==> src/rtl/seq_gen_pkg.sv <==
// seq_gen_pkg: shared FSM state type and default geometry for the serial pattern generator.
package seq_gen_pkg;

  typedef enum logic [1:0] {
    IDLE  = 2'd0,
    SHIFT = 2'd1,
    DONE  = 2'd2
  } state_t;

  localparam int PAT_W_DEF = 8;
  localparam int LEN_W_DEF = 4;

endpackage

==> src/rtl/seq_gen_shift.sv <==
// seq_gen_shift: loadable MSB-first shift register with down-counting bit counter.
// Holds a copy of the aligned pattern so a frame can be reloaded for repetitions.
module seq_gen_shift
  import seq_gen_pkg::*;
#(
  parameter int PAT_W = PAT_W_DEF,
  parameter int LEN_W = LEN_W_DEF
) (
  input  logic             clock,
  input  logic             reset,
  input  logic             load,
  input  logic             shift,
  input  logic             reload,
  input  logic [PAT_W-1:0] pattern,
  input  logic [LEN_W-1:0] length,
  output logic             bit_nxt,
  output logic             last
);

  localparam logic [LEN_W-1:0] PAT_W_L = LEN_W'(PAT_W);

  logic [PAT_W-1:0] pat_q, sr_q, sr_nxt, pat_aligned;
  logic [LEN_W-1:0] len_q, cnt_q, cnt_nxt, len_sat;

  // Left-align the used field so the first bit to send always sits in the MSB.
  always_comb begin
    len_sat     = (length > PAT_W_L) ? PAT_W_L : length;
    pat_aligned = pattern << (PAT_W_L - len_sat);
  end

  always_comb begin
    sr_nxt  = sr_q;
    cnt_nxt = cnt_q;
    if (load) begin
      sr_nxt  = pat_aligned;
      cnt_nxt = len_sat;
    end else if (reload) begin
      sr_nxt  = pat_q;
      cnt_nxt = len_q;
    end else if (shift) begin
      sr_nxt  = sr_q << 1;
      cnt_nxt = cnt_q - LEN_W'(1);
    end
  end

  always_ff @(posedge clock or negedge reset) begin
    if (!reset) begin
      pat_q <= '0;
      len_q <= '0;
      sr_q  <= '0;
      cnt_q <= '0;
    end else begin
      if (load) begin
        pat_q <= pat_aligned;
        len_q <= len_sat;
      end
      sr_q  <= sr_nxt;
      cnt_q <= cnt_nxt;
    end
  end

  assign bit_nxt = sr_nxt[PAT_W-1];
  assign last    = (cnt_q == LEN_W'(1));

endmodule

==> src/rtl/seq_gen.sv <==
// seq_gen: serial frame generator with registered sequence_out/valid/busy/done.
// Build option SEQ_GEN_REPEAT_EN adds repeat_num: each frame is sent repeat_num+1 times.
// state | meaning
// IDLE  | waiting for start with nonzero length
// SHIFT | one frame bit per cycle on sequence_out
// DONE  | single-cycle done pulse, start ignored
module seq_gen
  import seq_gen_pkg::*;
#(
  parameter int PAT_W = PAT_W_DEF,
  parameter int LEN_W = LEN_W_DEF
) (
  input  logic             clock,
  input  logic             reset,
  input  logic             start,
  input  logic [PAT_W-1:0] pattern,
  input  logic [LEN_W-1:0] length,
`ifdef SEQ_GEN_REPEAT_EN
  input  logic [3:0]       repeat_num,
`endif
  output logic             sequence_out,
  output logic             valid,
  output logic             busy,
  output logic             done
);

  state_t state_q, state_nxt;
  logic   load, shift, reload, bit_nxt, last;

`ifdef SEQ_GEN_REPEAT_EN
  logic [3:0] rep_q, rep_nxt;
`endif

  seq_gen_shift #(.PAT_W(PAT_W), .LEN_W(LEN_W)) u_shift (
    .clock   (clock),
    .reset   (reset),
    .load    (load),
    .shift   (shift),
    .reload  (reload),
    .pattern (pattern),
    .length  (length),
    .bit_nxt (bit_nxt),
    .last    (last)
  );

  always_comb begin
    state_nxt = state_q;
    load      = 1'b0;
    shift     = 1'b0;
    reload    = 1'b0;
`ifdef SEQ_GEN_REPEAT_EN
    rep_nxt   = rep_q;
`endif
    case (state_q)
      IDLE: begin
        if (start && (length != '0)) begin
          load      = 1'b1;
          state_nxt = SHIFT;
`ifdef SEQ_GEN_REPEAT_EN
          rep_nxt   = repeat_num;
`endif
        end
      end
      SHIFT: begin
        if (last) begin
`ifdef SEQ_GEN_REPEAT_EN
          if (rep_q != 4'd0) begin
            reload  = 1'b1;
            rep_nxt = rep_q - 4'd1;
          end else begin
            shift     = 1'b1;
            state_nxt = DONE;
          end
`else
          shift     = 1'b1;
          state_nxt = DONE;
`endif
        end else begin
          shift = 1'b1;
        end
      end
      DONE:    state_nxt = IDLE;
      default: state_nxt = IDLE;
    endcase
  end

  // Outputs are registered from the next state so they line up with the state register.
  always_ff @(posedge clock or negedge reset) begin
    if (!reset) begin
      state_q      <= IDLE;
      sequence_out <= 1'b0;
      valid        <= 1'b0;
      busy         <= 1'b0;
      done         <= 1'b0;
    end else begin
      state_q      <= state_nxt;
      sequence_out <= (state_nxt == SHIFT) && bit_nxt;
      valid        <= (state_nxt == SHIFT);
      busy         <= (state_nxt == SHIFT);
      done         <= (state_nxt == DONE);
    end
  end

`ifdef SEQ_GEN_REPEAT_EN
  always_ff @(posedge clock or negedge reset) begin
    if (!reset) rep_q <= 4'd0;
    else        rep_q <= rep_nxt;
  end
`endif

endmodule

==> config.mk <==
export PLATFORM = sky130hd
export DESIGN_NAME = seq_gen
export DESIGN_NICKNAME = d
export VERILOG_FILES = /design/src/rtl/seq_gen_pkg.sv /design/src/rtl/seq_gen_shift.sv /design/src/rtl/seq_gen.sv
export SDC_FILE = /design/constraint.sdc
export NUM_CORES = 1
export LEC_CHECK = 0
export CAP_MARGIN = 10
export CORE_ASPECT_RATIO = 1.1
export CORE_MARGIN = 5
export CORE_UTILIZATION = 46
export CTS_CLUSTER_SIZE = 20
export DETAILED_ROUTE_END_ITERATION = 10
export GPL_ROUTABILITY_DRIVEN = 1
export PLACE_DENSITY = 0.8
export SYNTH_ARGS = -nofsm -noshare
export SYNTH_HDL_FRONTEND = slang
export SYNTH_SLANG_ARGS = --single-unit
==> constraint.sdc <==
create_clock -name clock -period 1.2 [get_ports clock]
set_input_delay 0.24 -clock clock [delete_from_list [all_inputs] [get_ports clock]]
set_output_delay 0.24 -clock clock [all_outputs]
set_load 0.005 [all_outputs]
==> out/qor.csv <==
stage,metric,value,unit
floorplan,core,2210,µm²
sta,fin_ws,-341,ps
critical_path,reg2reg_from,state_q[1]$_DFF_PN0_,
status,violations,setup timing,
critical_path,worstPathArrival,1730,ps
placement,routabilityCongestion,0.831,
global_routing,antenna_found_initial,0,
cells_and_area,n_fill_cell,158,
synth,ys_ff_latch,16,
critical_path,end_kind,register,
cells_and_area,drive_above_1_share,45.1,%
synth,yosysSeqAreaShare,38.1,%
pwr,powerDensity,1770,nW/µm²
clock_tree,cts_hold_buf,0,
synth,syn-num-nets,124,
critical_path,path_cells,nand2b_4 -> buf_6 -> o31a_1 -> a22o_1 -> a211o_1,
status,outcome,"finished, violations left",
sta,rsz0062_at_grt,yes,
placement,placed_cells_incl_taps,172,
flow_run,max-cap-violations,0,
cells_and_area,fin_area,1720,µm²
synth,synth_edf_count,0,
critical_path,reg2reg_to,u_shift.sr_q[4]$_DFFE_PN0P_,
clock_tree,clockBufferDepth,2,
synth,async_flop_share,100,%
detailed_routing,drt_wl_total,3130,µm
sta,worstMarginPinSlew,478,ps
sta,hold_viol,0,
critical_path,critPathLaunchType,register,
detailed_routing,firstDrtPassIters,4,
sta,slew_violations,0,
critical_path,cp_top_family,compound AO/OA/AOI/OAI gates,
synth,synthCells,106,
sta,fmax,0.649,GHz
detailed_routing,routedWlPerCell,16.3,µm
cells_and_area,final_util,77.7,%
clock_tree,cts_root_buffer,clkbuf_4,
detailed_routing,detail-route-antenna-nets,0,
floorplan,ioPinCount,19,
critical_path,crit_path_max_fanout,7,
pwr,vdd_drop_max,1060,µV
critical_path,reg2reg_slack,-340,ps
critical_path,max_stage_delay,400,ps
floorplan,initial_core_util,47.6,%
floorplan,die_area,3340,µm²
cells_and_area,final_nets,181,
hold_path,hold_path_class,in2async,
cells_and_area,layout_common_cells,"buf_4, dfrtp_1, nand2_1",
clock_tree,path_clk_slew,100,ps
sta,finClkSkew,6.68,ps
critical_path,cpMaxStageDelayCell,dfrtp_1,
sta,worst_hold_slack,251,ps
detailed_routing,drcViolationCount,0,
global_routing,overflow,0,
cells_and_area,layout.cells.non_filler,192,
critical_path,cp.buffers_inverters,1,
synth,ys_types,38,
sta,fin_crit,1540,ps
global_routing,grt_pass1_vias,1101,
synth,avgSynthCellArea,9.90,µm²
clock_tree,worstSkewPairLatency,300,ps
synth,syn_area,1050,µm²
global_routing,grt_max_degree,17,
detailed_routing,dr_total_vias,1071,
placement,dp_hpwl,2020,µm
floorplan,std_cell_rows,18,
clock_tree,cts_buffers,3,
synth,synthFlopType,dfrtp_1,
placement,place_area,1450,µm²
global_routing,grt_util_all_layers,19.3,%
synth,yosys_warnings,0,
clock_tree,clock_sinks,16,
placement,numPortBuffers,18,
clock_tree,cts_tree,yes,
cells_and_area,layout_commonest_cell,buf_4,
clock_tree,h-tree-depth,1,
detailed_routing,via_per_inst,5.58,
pwr,p_leak,0.000809,µW
placement,dp_slack,-952,ps
floorplan,die_y,60.1,µm
global_routing,grt_pass1_wl,5010,µm
sta,max_slew_margin,68.1,%
floorplan,die_x,55.5,µm
sta,finalCritPeriodShare,128,%
cells_and_area,diodes,0,
critical_path,path_class,reg2reg,
detailed_routing,drtIter0Drc,40,
critical_path,cp_data_required_time,1390,ps
cells_and_area,synthToLayoutAreaGrowth,63.4,%
critical_path,reg2reg_depth,5,
sta,finalSetupViolCount,14,
[cell usage after synthesis (2+ instances only)]
master	count	area [µm²]
dfrtp_1	16	400
nand2_1	13	48.8
nor2_1	7	26.3
mux2i_1	6	60.1
nor3_1	6	30.0
buf_6	4	45.0
nand2b_1	4	25.0
nand3_1	4	20.0
a22o_1	3	26.3
ha_1	3	37.5
inv_1	3	11.3
a211o_1	2	17.5
a21oi_1	2	10.0
a221o_1	2	20.0
a32oi_1	2	17.5
mux4_2	2	45.0
o211ai_1	2	15.0
o21ai_0	2	10.0
o21ai_1	2	10.0
xnor2_1	2	17.5
xor2_1	2	17.5
[sequential cells by signal, indices dropped and copies added (netlist names)]
register / cells
busy: 1
u_shift.sr_q: 7
done: 1
sequence_out: 1
u_shift.cnt_q: 4
state_q: 2
[kinds of logic (layout without fill, tap and decap cells)]
group | Yosys count | in the layout | share of synthesized area [%]
XOR/XNOR | 4 | 4 | 3.34
buffers and inverters | 11 | 67 | 7.27
AND/OR/NAND/NOR | 42 | 42 | 21.3
adder cells (fa/ha/maj) | 3 | 3 | 3.58
flip-flops | 16 | 16 | 38.1
AO/OA/AOI/OAI | 22 | 22 | 16.3
multiplexers | 8 | 8 | 10.0
[repair_timing]
action,CTS,global route
setup buffers,11,5
pin swaps,10,6
resized for setup,34,14
gates cloned,0,1
setup endpoints to repair,18,14
[power by group]
group / total (µW) / switching (µW) / leakage, µW / internal, µW
logic: 1810 / 839 / 0.000586 / 967
registers: 873 / 130 / 0.000202 / 742
clock network: 365 / 179 / 0.0000210 / 185
total: 3040 / 1150 / 0.000809 / 1900
[through the flow]
stage	setup TNS, ps	power, µW
3_3_place_gp	-10730	2150
3_5_place_dp	-11480	2230
2_1_floorplan	-2980	1710
6_report	-3270	3040
4_1_cts	-3200	2760
5_1_grt	-4070	3230
[routing by layer]
metal	vias up	GRT usage (%)	wire length, µm
met5	-	0	0
li1	498	-	-
met3	7	2.38	236
met2	55	36.5	1650
met1	511	21.2	1160
met4	0	10.4	84
[cell type report]
cell class / instances / area (µm²) / area share (%)
timing repair buffer: 59 / 509 / 29.7
sequential: 16 / 400 / 23.3
multi-input combinational: 79 / 714 / 41.6
clock buffer: 4 / 36.3 / 2.12
inverter: 4 / 17.5 / 1.02
tap: 30 / 37.5 / 2.19
[how the worst max path moves through the flow]
stage	startpoint	to	slack, ps	cells past startpoint
CTS	state_q[1]$_DFF_PN0_	u_shift.sr_q[4]$_DFFE_PN0P_	-360	5
detailed placement	length[3]	u_shift.sr_q[3]$_DFFE_PN0P_	-950	7
global placement	length[3]	u_shift.sr_q[3]$_DFFE_PN0P_	-850	7
finish	state_q[1]$_DFF_PN0_	u_shift.sr_q[4]$_DFFE_PN0P_	-340	5
floorplan	length[3]	u_shift.sr_q[5]$_DFFE_PN0P_	-430	8
global route	length[2]	u_shift.cnt_q[3]$_DFFE_PN0P_	-400	7
Power figures use the tool's default switching activity.
